## src/rtl/tx_link_pkg.sv

```systemverilog
`default_nettype none
// ============================================================================
// Module   : tx_link_pkg
// Purpose  : Definitions shared by the optical-link framer and the matching
//            deframer: the frame state encoding, the SYNC beat pattern and
//            the default lane and word widths.
// Ports    : none (package)
// Revision : 1.0 - initial release
// ============================================================================
package tx_link_pkg;

  // Default widths shared by both ends of the link.
  localparam int DEFAULT_LANE_W = 2;
  localparam int DEFAULT_WORD_W = 32;

  // Widest lane that sync_pattern() can describe.
  localparam int LANE_MAX = 64;

  // Frame states. Each state is the beat currently on the lane.
  typedef enum logic [1:0] {
    ST_IDLE = 2'd0,
    ST_SYNC = 2'd1,
    ST_DATA = 2'd2,
    ST_PAR  = 2'd3
  } tx_state_e;

  // SYNC beat: all ones across the lane. Callers cast the result to their
  // own lane width.
  function automatic logic [LANE_MAX-1:0] sync_pattern(input int width);
    logic [LANE_MAX-1:0] pat;
    pat = '0;
    for (int i = 0; i < LANE_MAX; i++) begin
      pat[i] = (i < width);
    end
    return pat;
  endfunction

endpackage : tx_link_pkg
`default_nettype wire

```

## src/rtl/lane_parity_acc.sv

```systemverilog
`default_nettype none
// ============================================================================
// Module   : lane_parity_acc
// Purpose  : Lane-wide running XOR used to build the parity beat one data
//            beat at a time.
// Ports    : clk  - clock
//            rst  - asynchronous active-high reset, clears the accumulator
//            clr  - synchronous clear (start of a new frame)
//            en   - fold din into the accumulator this cycle
//            din  - lane slice to fold in
//            acc  - accumulated XOR of all slices since the last clear
// Revision : 1.0 - initial release
// ============================================================================
module lane_parity_acc #(
  parameter int W = 2
) (
  input  logic         clk,
  input  logic         rst,
  input  logic         clr,
  input  logic         en,
  input  logic [W-1:0] din,
  output logic [W-1:0] acc
);

  always_ff @(posedge clk or posedge rst) begin
    if (rst) begin
      acc <= '0;
    end else if (clr) begin
      acc <= '0;
    end else if (en) begin
      acc <= acc ^ din;
    end
  end

endmodule : lane_parity_acc
`default_nettype wire

```

## src/rtl/tx_framer.sv

```systemverilog
`default_nettype none
// ============================================================================
// Module   : tx_framer
// Purpose  : Serialises payload words into lane-wide beats for the optical
//            transmitter. Each frame is SYNC, WORD_W/LANE_W data beats (LSB
//            slice first) and a PAR beat holding the XOR of all data slices.
// Ports    : clk        - clock, all state on the rising edge
//            rst        - asynchronous active-high reset
//            in_data    - payload word from the core
//            in_valid   - in_data is valid
//            in_ready   - framer accepts a word this cycle
//            lane_data  - beat to the transmitter tx_in
//            lane_en    - high during SYNC, DATA and PAR beats
//            frame_done - one-cycle pulse on the PAR beat
// Revision : 1.0 - initial release
// ============================================================================
module tx_framer
  import tx_link_pkg::*;
#(
  parameter int LANE_W = DEFAULT_LANE_W,
  parameter int WORD_W = DEFAULT_WORD_W
) (
  input  logic              clk,
  input  logic              rst,
  input  logic [WORD_W-1:0] in_data,
  input  logic              in_valid,
  output logic              in_ready,
  output logic [LANE_W-1:0] lane_data,
  output logic              lane_en,
  output logic              frame_done
);

  localparam int NBEATS = WORD_W / LANE_W;
  localparam int CNT_W  = (NBEATS > 1) ? $clog2(NBEATS) : 1;
  localparam logic [CNT_W-1:0]  LAST_BEAT = CNT_W'(NBEATS - 1);
  localparam logic [LANE_W-1:0] SYNC_BEAT = LANE_W'(sync_pattern(LANE_W));

  // A word must split into whole lane beats.
  if ((LANE_W < 1) || (LANE_W > LANE_MAX) || (WORD_W % LANE_W != 0))
  begin : g_width_check
    $error("tx_framer: WORD_W must be a positive multiple of LANE_W");
  end

  tx_state_e          state, state_nxt;
  logic [WORD_W-1:0]  hold, hold_nxt;
  logic [CNT_W-1:0]   cnt, cnt_nxt;
  logic [LANE_W-1:0]  lane_data_nxt;
  logic               lane_en_nxt;
  logic               frame_done_nxt;
  logic               in_ready_nxt;
  logic               par_clr;
  logic               par_en;
  logic [LANE_W-1:0]  parity;
  logic               accept;

  // in_ready is itself a register, so accept depends on in_valid only
  // through next-state logic and never reaches the lane outputs directly.
  assign accept = in_valid & in_ready;

  lane_parity_acc #(
    .W (LANE_W)
  ) u_parity (
    .clk (clk),
    .rst (rst),
    .clr (par_clr),
    .en  (par_en),
    .din (hold[LANE_W-1:0]),
    .acc (parity)
  );

  always_ff @(posedge clk or posedge rst) begin
    if (rst) begin
      state      <= ST_IDLE;
      hold       <= '0;
      cnt        <= '0;
      lane_data  <= '0;
      lane_en    <= 1'b0;
      frame_done <= 1'b0;
      in_ready   <= 1'b0;
    end else begin
      state      <= state_nxt;
      hold       <= hold_nxt;
      cnt        <= cnt_nxt;
      lane_data  <= lane_data_nxt;
      lane_en    <= lane_en_nxt;
      frame_done <= frame_done_nxt;
      in_ready   <= in_ready_nxt;
    end
  end

  // Next-state logic also decides what the lane shows in the next cycle, so
  // every output leaves a flop. hold[LANE_W-1:0] is always the next slice to
  // send; it shifts right once per data beat.
  always_comb begin
    state_nxt      = state;
    hold_nxt       = hold;
    cnt_nxt        = cnt;
    lane_data_nxt  = '0;
    lane_en_nxt    = 1'b0;
    frame_done_nxt = 1'b0;
    in_ready_nxt   = 1'b0;
    par_clr        = 1'b0;
    par_en         = 1'b0;

    case (state)
      ST_IDLE, ST_PAR: begin
        if (accept) begin
          state_nxt     = ST_SYNC;
          hold_nxt      = in_data;
          par_clr       = 1'b1;
          lane_en_nxt   = 1'b1;
          lane_data_nxt = SYNC_BEAT;
        end else begin
          state_nxt    = ST_IDLE;
          in_ready_nxt = 1'b1;
        end
      end

      ST_SYNC: begin
        state_nxt     = ST_DATA;
        cnt_nxt       = '0;
        lane_en_nxt   = 1'b1;
        lane_data_nxt = hold[LANE_W-1:0];
        hold_nxt      = hold >> LANE_W;
        par_en        = 1'b1;
      end

      ST_DATA: begin
        lane_en_nxt = 1'b1;
        if (cnt == LAST_BEAT) begin
          // The last slice was folded in on the previous edge, so the
          // accumulator already holds the full parity.
          state_nxt      = ST_PAR;
          lane_data_nxt  = parity;
          frame_done_nxt = 1'b1;
          in_ready_nxt   = 1'b1;
        end else begin
          cnt_nxt       = cnt + CNT_W'(1);
          lane_data_nxt = hold[LANE_W-1:0];
          hold_nxt      = hold >> LANE_W;
          par_en        = 1'b1;
        end
      end

      default: begin
        state_nxt    = ST_IDLE;
        in_ready_nxt = 1'b1;
      end
    endcase
  end

endmodule : tx_framer
`default_nettype wire
```

## config.mk

```make
export PLATFORM = sky130hd
export DESIGN_NAME = tx_framer
export DESIGN_NICKNAME = d
export VERILOG_FILES = /design/src/rtl/tx_link_pkg.sv /design/src/rtl/lane_parity_acc.sv /design/src/rtl/tx_framer.sv
export SDC_FILE = /design/constraint.sdc
export NUM_CORES = 1
export LEC_CHECK = 0
export CORE_ASPECT_RATIO = 1.1
export CORE_UTILIZATION = 25
export CTS_CLUSTER_SIZE = 25
export DETAILED_ROUTE_END_ITERATION = 7
export GPL_TIMING_DRIVEN = 0
export SYNTH_ARGS = -nofsm -noshare
export SYNTH_HDL_FRONTEND = slang
export SYNTH_SLANG_ARGS = --single-unit
```

## constraint.sdc

```tcl
create_clock -name clk -period 2.2 [get_ports clk]
set_clock_uncertainty 0.1 [all_clocks]
set_input_delay 0.22 -clock clk [delete_from_list [all_inputs] [get_ports clk]]
set_output_delay 0.22 -clock clk [all_outputs]
set_load 0.02 [all_outputs]
```

# After elaboration in Yosys (flattened, before gate mapping)
# Cells that the tools add are included.
# op_classes
add_sub_neg	1
eq_ne	7
n_mux	22
bitwise	2
reduce_logical	7
# op_table
cell	count
one-hot mux 32 bit (3 select lines)	1
2-to-1 mux 32 bit	2
one-hot mux 2 bit (3 select lines)	2
2-to-1 mux 2 bit	5
one-hot mux 4 bit (2 select lines)	1
2-to-1 mux 1 bit	7
inequality test 2 bit, second input constant	3
one-hot mux 1 bit (2 select lines)	3
adder 4 x 1 -> 4 bit, second input constant	1
== test 2 bit, second input constant	2
== test 4 bit, second input constant	1
2-to-1 mux 4 bit	1
AND reduction 2 bit	2
nonzero test 2 bit	2
OR reduction 2 bit	2
== test 2 x 1 -> 1 bit, second input constant	1
logical NOT 2 bit	1
XOR 2 bit	1
bitwise AND 1 bit	1
# totals
register_bits	45
output_inout_bits	5

# Logic depth before layout (Yosys ltp)
# Gate-level depths: netlist of run 1.
# logic_depth
ltp_word	5
mapped_depth	8
depth_no_buf	7

# Modules after synthesis
# Synthesis of run 1 repeated with hierarchy kept, for this count alone.
# hier_totals
hier_cells	171
area_unflattened_um2	2220.9
# modules_own_cells
module	n_inst	cells_per_inst	area_per_inst_um2	seq_area_each_um2
tx_framer	1	162	2122.0	1076.0
lane_parity_acc	1	9	98.8	50.0

# Worst setup path after synthesis of run 1
# No wires, ideal clock.
# synth_path
path_kind	reg-to-reg
startpoint	register cnt[0]
endpoint	register hold[0]
setup_ps	137
arrival_time_ps	1389
required_time_ps	1963
path_slack_ps	574
path_stages_with_launch	8
period_less_slack_ps	1626
cell_sequence	dfrtp_1 ha_1 buf_4 nand4_4 inv_4 buf_6 o31ai_1 a21oi_1
# synth_via
elab_chain_cells	3
# synth_lines
element	line_no	text
from (decl)	tx_framer.sv:46	logic [CNT_W-1:0] cnt, cnt_nxt;
from (signal assigned)	tx_framer.sv:83	cnt <= cnt_nxt;
== test 4 bit	tx_framer.sv:130	if (cnt == LAST_BEAT) begin
inequality test 2 bit (no source line)	--	
AND reduction 2 bit (no source line)	--	
to (signal assigned)	tx_framer.sv:82	hold <= hold_nxt;
to (decl)	tx_framer.sv:45	logic [WORD_W-1:0] hold, hold_nxt;
# Every way passes these cells.
# A chain may end at the register's enable or synchronous reset.

# Final worst setup path of run 1
# layout_path
startpoint	register state[0]
endpoint	register hold[6]
# layout_via
elab_chain_cells	4
elab_cells_between_ends	9
# layout_lines
element	line_no	text
from (decl)	tx_framer.sv:44	tx_state_e state, state_nxt;
from (signal assigned)	tx_framer.sv:81	state <= state_nxt;
== test 2 bit or logical NOT 2 bit (tied branches)	tx_framer.sv:105	case (state)
OR reduction 2 bit	tx_framer.sv:105	
inequality test 2 bit (no source line)	--	
AND reduction 2 bit (no source line)	--	
# Several ways; a longest one is shown, not always the timed one.

==> flow_summary.toml, run 1 <==
[run_status]
status = "complete, no violations"

[sta]
setup_violations = 0
rsz0062_at_grt = "no"
min_period_ns = 2.062
hold_viol_final = 0
slew_headroom_pct = 65.74
worst_slack_ns = 0.1377
tightest_slew_ns = 0.5140
fmax_mhz = 484.9
finalMaxSlewViolations = 0
period_share_pct = 93.74

[synth]
synth_seq_area_share_pct = 47.67
ys_seq_elements = 45
postSynthCellCount = 230
synth_nets = 269
ys_types = 35
yosysTopAreaCell = "dfrtp_1"
synth_top_area_share_pct = 47.67
syn_area_sq_um = 2362
synthTopCellsByArea = "dfrtp_1, a2bb2oi_1, o2bb2ai_1"
yosys_warnings = 0
syn_area_per_cell_sq_um = 10.27

[route]
wl_met3_um = 328
wl_per_cell_um = 15.27
route.antenna.remaining_nets = 0
wl_met1_mm = 2.951
drt-initial-drc-count = 126
drt_wl_total_mm = 5.987
dr_wl_met2_mm = 2.662
drt_pass1_iterations = 4
viasPerCell = 5.013
top_layer = "met4"
drc = 0
via_count = 1965

[global_routing]
track_usage_pct = 13.32
grt_pass1_vias = 1998
grt_max_degree = 32
antenna_found_initial = 0
grt-ovfl-total = 0
grt_first_pass_wirelength_mm = 10.43

[placed_design]
globalplace.congestion = 0.7596
dpl.cell_count = 384
place_hpwl_mm = 4.149
preCtsSetupSlack_ns = 0.1747
portBuffers = 39

[worst_setup_path]
r2r_start = "state[0]"
endpoint = "hold[6]"
reg2reg_slack_ns = 0.14
crit_fanout = 10
worst_setup_path_end_kind = "flip-flop"
crit_path_start_kind = "flip-flop"
r2r-end = "hold[6]"
reg2reg_depth = 5
cp.arrival_ns = 2.12
critPathRequiredTime_ns = 2.26
critPathKind = "flip-flop to flip-flop"
crit_start = "state[0]"

[clock_network]
cts_tree = "yes"
cts-htree-levels = 2
cts-resized-gates = 0
clk_latency_ns = 0.29
clk_path_buf_depth = 2
holdBufCountCts = 0
clk_pin_slew_ns = 0.09
post_cts.repair.setup_buffers = 0
root_buffer = "clkbuf_8"
numCtsBuffers = 5
cts_sinks = 45

[pwr]
power_frac_clock_pct = 11.5
seqPwrFrac_pct = 33.6
p_sw_share_pct = 42.49
power.leakage_uw = 0.001249
intPower_uw = 2492
comb_power_share_pct = 54.9
p_per_area_nw_per_um2 = 1445
vdd_drop_max_uv = 447.4
p_sw_uw = 1841

[die]
ios = 40
initial_core_util_pct = 26.22
die_w_um = 94.68
die_h_um = 104.0
core-area_sq_um = 9009
die_area_sq_um = 9842
rows = 36

[cells_and_area]
layout_common_cells = "dfrtp_1, clkdlybuf4s50_1, nand2_1"
nets = 316
drive_above_1_share_pct = 11.87
stdcell_count = 392
syn_to_final_growth_pct = 26.96
antennaDiodeCount = 0
final_common_cell = "dfrtp_1"

[min_path]
hp-class = "input pin to async pin"

[run]
maxCapViolCount = 0
[routing by layer]
layer	global-route usage, %	vias up
li1	-	959
met1	20.48	948
met2	18.71	56
met3	2.339	2
met4	3.896	0
met5	0	-
[synthesized netlist by cell type (all sizes together)]
library cell / count
a41o: 1
o21ai: 1
nor3: 2
mux2: 1
nand2: 27
a21oi: 20
clkbuf: 6
o31ai: 13
nand4b: 2
nand3: 6
o22ai: 13
nor2: 3
o2bb2ai: 17
xor2: 1
nand4: 3
inv: 7
and2: 1
o21a: 4
buf: 15
a21o: 14
o221a: 1
mux2i: 1
a31oi: 1
a2bb2oi: 17
dfrtp: 45
a31o: 2
ha: 4
a22o: 2
[stage by stage]
step	area (sq um)	total power, uW	hold slack (ns)	utilization [%]	setup TNS (ns)
after global routing	2999	4716	0.1615	33.29	0
final	2999	4332	0.1062	33.29	0
after detailed placement	2915	3852	0.3749	32.36	0
after floorplan	2362	3212	0.2976	-	0
after global placement	2895	3794	0.3709	32.14	-8.038
after CTS	2999	4370	0.1001	33.29	0
[state kept, by name (all words and copies together) (netlist names)]
name / flops
hold: 32
cnt: 4
lane_data: 2
state: 2
u_parity.acc: 2
frame_done: 1
in_ready: 1
lane_en: 1
[worst min-delay path by stage]
stage               endpoint
CTS                 hold[11]
finish              hold[11]
detailed placement  hold[25]
floorplan           hold[30]
global placement    hold[17]
global route        hold[11]
[critical path, stage by stage, from the launching register on]
cell and delay, ns:
dfrtp_1 0.42, inv_1 0.06, ha_1 0.34, clkbuf_1 0.43, clkbuf_1 0.44, a21oi_1 0.13
[cell families after synthesis]
family                   count (synthesis)  share of synthesized area (%)
AO/OA/AOI/OAI                          106                          33.00
AND/OR/NAND/NOR                         44                          9.640
adder cells (fa/ha/maj)                  4                          2.119
flip-flops                              45                          47.67
multiplexers                             2                         0.9004
XOR/XNOR                                 1                         0.3708
buffers and inverters                   28                          6.303
[final cells by class]
class	count	area [sq um]
Clock inverter	1	7.507
Fill cell	940	6010
Sequential cell	45	1126
Timing Repair Buffer	40	410.4
Tap cell	114	142.6
Multi-Input combinational cell	157	1087
Clock buffer	7	76.32
Inverter	7	28.78
Buffer	21	120.1
[power by group through the flow]
stage | Sequential [uW] | Clock, uW | Combinational [uW]
floorplan | 1440 | 0 | 1770
global placement | 1450 | 0 | 2340
detailed placement | 1470 | 0 | 2380
CTS | 1450 | 528 | 2390
global route | 1500 | 560 | 2650
finish | 1460 | 500 | 2380
Power figures use the tool's default switching activity.
==> run 2, diff against run 1 <==
Settings changed: CAP_MARGIN set to 20, CELL_PAD_IN_SITES_DETAIL_PLACEMENT set to 1, CELL_PAD_IN_SITES_GLOBAL_PLACEMENT set to 2, CORE_UTILIZATION 25 to 33, PLACE_DENSITY_LB_ADDON set to 0.1.
==> flow_summary.toml, run 2 (synthesized netlist as in run 1, its figures left out) <==
[die]
core-area_sq_um = 6749
die_area_sq_um = 7501
die_h_um = 90.74
rows = 31
ios = 40
die_w_um = 82.67
initial_core_util_pct = 35.00

[pwr]
p_sw_uw = 1883
p_sw_share_pct = 43.04
power_frac_clock_pct = 11.6
intPower_uw = 2492
p_per_area_nw_per_um2 = 1478
power_uw = 4375
seqPwrFrac_pct = 33.4
comb_power_share_pct = 55.0
power.leakage_uw = 0.001259
vdd_drop_max_uv = 589.8

[cells_and_area]
syn_to_final_growth_pct = 25.26
layout_common_cells = "dfrtp_1, clkdlybuf4s50_1, nand2_1"
largestRegisters = "hold (32), cnt (4)"
drive_above_1_share_pct = 12.59
fin_area_sq_um = 2959
final_common_cell = "dfrtp_1"
antennaDiodeCount = 0
largest-register = "hold"
largest_reg_flops = 32
stdcell_count = 360
nets = 316
finish.utilization_pct = 43.85
n_fill_cell = 784

[worst_setup_path]
max_stage_delay_ns = 0.43
critPathKind = "flip-flop to flip-flop"
critPathRequiredTime_ns = 2.28
path_delay_family = "buffers and inverters"
cp.arrival_ns = 2.00
crit_path_start_kind = "flip-flop"
reg2reg_depth = 5
crit_buf_inv = 3
crit_path_top_delay_cell = "dfrtp_1"
crit_path_cell_trace = "inv_1, ha_1, clkbuf_1, clkbuf_2, a21oi_1"
crit_fanout = 10
path_depth = 5
worst_setup_path_end_kind = "flip-flop"
r2r-end = "hold[4]"
reg2reg_slack_ns = 0.28
r2r_start = "state[0]"

[min_path]
hp-class = "input pin to async pin"

[global_routing]
grtUsageMet2_pct = 29.37
grtUsageMet3_pct = 3.737
track_usage_pct = 18.50
use_met1_pct = 25.00
grt_first_pass_wirelength_mm = 10.70
busiest_layer = "met2"
antenna_found_initial = 0
grt_max_degree = 37
grt_pass1_vias = 2114
grt-ovfl-total = 0

[placed_design]
place_area_sq_um = 2875
preCtsSetupSlack_ns = 0.1168
globalplace.congestion = 0.7049
portBuffers = 39
place_hpwl_mm = 4.418
dpl.cell_count = 352

[route]
drt-initial-drc-count = 68
wl_per_cell_um = 17.23
drt_wl_total_mm = 6.203
drc = 0
viasPerCell = 5.511
via_count = 1984
route.antenna.remaining_nets = 0
drt_pass1_iterations = 4

[clock_network]
clk_path_buf_depth = 2
clk_pin_slew_ns = 0.09
cts_tree = "yes"
clk_latency_ns = 0.30
cts_sinks = 45
holdBufCountCts = 0
post_cts.repair.setup_buffers = 0
numCtsBuffers = 5
root_buffer = "clkbuf_8"
cts-htree-levels = 2

[sta]
fmax_mhz = 520.8
setup_violations = 0
finalMaxSlewViolations = 0
rsz0062_at_grt = "no"
hold_viol_final = 0
worst_slack_ns = 0.2799
period_share_pct = 87.28
slew_headroom_pct = 64.75
tightest_slew_ns = 0.5287
min_period_ns = 1.920

[run]
maxCapViolCount = 0

[run_status]
status = "complete, no violations"
==> run 2: per-layer routing <==
layer  part of all wire, %  vias up
li1                      -      967
met4                   1.7        0
met3                   2.4       10
met1                    47      974
met5                     0        -
met2                    49       33
==> run 2: power by group through the flow <==
stage	combinational (uW)	clock, uW	sequential (uW)
3_3_place_gp	2380	0	1470
5_1_grt	2680	558	1510
3_5_place_dp	2420	0	1480
6_report	2410	507	1460
4_1_cts	2430	528	1460
2_1_floorplan	1770	0	1440
==> run 2: worst register-to-register path, delay by kind of cell (launching register included) <==
kind | cells | cell delay (ns)
flops | 1 | 0.43
compound gates | 1 | 0.11
buf+inv | 3 | 0.83
fa+ha+maj | 1 | 0.35
==> run 2: worst max-delay path by stage <==
stage | startpoint | to | slack [ns]
after global placement | rst | cnt[2] | -0.27
after CTS | state[0] | hold[5] | 0.1
after global routing | state[0] | hold[16] | 0.16
final | state[0] | hold[4] | 0.28
after detailed placement | state[0] | hold[5] | 0.12
after floorplan | cnt[0] | hold[0] | 0.57
==> run 2: repair_timing <==
action	4_1_cts	5_1_grt
hold endpoints to repair	0	0
setup endpoints to repair	0	2
gates resized for setup	0	2
==> run 2: cell type report <==
| type | count | area [sq um] | area share, % |
|---|---|---|---|
| clock inverter | 2 | 10.01 | 0.3383 |
| multi-input combinational | 157 | 1087 | 36.74 |
| sequential | 45 | 1126 | 38.05 |
| tap | 82 | 102.6 | 3.467 |
| clock buffer | 6 | 72.57 | 2.452 |
| timing repair buffer | 40 | 410.4 | 13.87 |
| buffer | 21 | 121.4 | 4.101 |
| inverter | 7 | 28.78 | 0.9725 |
==> run 2: per-stage QoR <==
step                setup TNS (ns)  hold slack (ns)
floorplan                        0           0.2976
global placement            -11.93           0.3733
detailed placement               0           0.3764
CTS                              0          0.05540
global route                     0          0.09620
finish                           0          0.05140
==> run 3, diff against run 2 <==
Settings changed: CORE_ASPECT_RATIO 1.1 to not set.
==> flow_summary.toml, run 3 (synthesized netlist as in run 1, its figures left out) <==
[cells_and_area]
stdcell_count = 373
layout_common_cells = "dfrtp_1, clkdlybuf4s50_1, nand2_1"
largest-register = "hold"
antennaDiodeCount = 0
syn_to_final_growth_pct = 26.11
largestRegisters = "hold (32), cnt (4)"
final_common_cell = "dfrtp_1"
nets = 316
largest_reg_flops = 32
drive_above_1_share_pct = 11.91

[die]
ios = 40
core-area_sq_um = 6869
initial_core_util_pct = 34.39
die_h_um = 86.61
die_w_um = 86.61
die_area_sq_um = 7500
rows = 30

[sta]
fmax_mhz = 486.5
period_share_pct = 93.43
hold_viol_final = 0
fin_tns_setup_ns = 0
tightest_slew_ns = 0.5112
slew_headroom_pct = 65.92
rsz0062_at_grt = "no"
hold_ws_ns = 0.04094
min_period_ns = 2.055
finalMaxSlewViolations = 0
setup_violations = 0

[placed_design]
portBuffers = 39
dpl.cell_count = 366
globalplace.congestion = 0.7238
place_hpwl_mm = 4.325

[clock_network]
clk_path_buf_depth = 2
cts-htree-levels = 2
post_cts.repair.setup_buffers = 0
root_buffer = "clkbuf_8"
cts_sinks = 45
clk_pin_slew_ns = 0.08
cts-resized-gates = 0
holdBufCountCts = 0
cts_tree = "yes"
clk_latency_ns = 0.30
numCtsBuffers = 5

[global_routing]
grt-ovfl-total = 0
track_usage_pct = 18.02
grtUsageMet3_pct = 3.238
grtUsageMet2_pct = 30.16
grt_pass1_vias = 2043
antenna_found_initial = 0
use_met1_pct = 24.63
busiest_layer = "met2"
grt_max_degree = 39
grt_first_pass_wirelength_mm = 10.45

[route]
drt-initial-drc-count = 48
drt_pass1_iterations = 4
viasPerCell = 5.252
wl_per_cell_um = 16.24
via_count = 1959
drt_wl_total_mm = 6.056
route.antenna.remaining_nets = 0
drc = 0

[worst_setup_path]
critPathKind = "flip-flop to flip-flop"
r2r_start = "state[0]"
crit_fanout = 10
reg2reg_slack_ns = 0.14
r2r-end = "hold[3]"
critPathRequiredTime_ns = 2.26
crit_path_start_kind = "flip-flop"
reg2reg_depth = 5
cp.arrival_ns = 2.12
worst_setup_path_end_kind = "flip-flop"

[min_path]
hp-class = "input pin to async pin"

[pwr]
vdd_drop_max_uv = 624.5
power_frac_clock_pct = 12.0
p_sw_share_pct = 42.63
p_sw_uw = 1869
intPower_uw = 2516
comb_power_share_pct = 54.8
power.leakage_uw = 0.001255
p_per_area_nw_per_um2 = 1472
seqPwrFrac_pct = 33.1

[run_status]
status = "complete, no violations"

[run]
maxCapViolCount = 0
==> run 3: power by group through the flow <==
| stage | Combinational [uW] | Sequential (uW) | Clock [uW] |
|---|---|---|---|
| floorplan | 1770 | 1440 | 0 |
| global placement | 2390 | 1460 | 0 |
| detailed placement | 2420 | 1470 | 0 |
| CTS | 2430 | 1460 | 547 |
| global route | 2690 | 1500 | 578 |
| finish | 2400 | 1450 | 528 |
==> run 3: how the worst max path moves through the flow <==
stage	start	to	slack, ns	depth (start not counted)
detailed placement	state[0]	hold[4]	0.15	5
global route	state[0]	hold[8]	0.02	5
finish	state[0]	hold[3]	0.14	5
CTS	state[0]	hold[4]	0.14	5
floorplan	cnt[0]	hold[0]	0.57	7
global placement	rst	cnt[2]	-0.26	2
==> run 3: metrics by stage <==
step	area, sq um	utilization, %	setup slack [ns]	power [uW]
floorplan	2362	-	0.5742	3212
global route	2979	43.37	0.01950	4769
CTS	2979	43.37	0.1375	4435
finish	2979	43.37	0.1446	4385
global placement	2873	41.82	-0.2552	3850
detailed placement	2893	42.11	0.1515	3893
==> run 3: per-layer routing <==
layer	vias to the layer above	share of wire, %	wire [um]
li1	963	-	-
met3	5	2.2	135
met1	964	49	2973
met5	-	0	0
met4	0	0.79	48
met2	27	48	2898
==> run 3: layout make-up <==
type	count	area, sq um
fill	778	3890
sequential	45	1126
multi-input combinational	157	1087
timing repair buffer	40	410.4
buffer	21	120.1
tap	96	120.1
clock buffer	7	86.33
inverter	7	28.78
==> run 3: critical path, stage by stage (launching register included) <==
cell      delay [ns]
dfrtp_1         0.41
inv_1           0.06
ha_1            0.34
clkbuf_1        0.43
clkbuf_1        0.46
a21oi_1         0.12
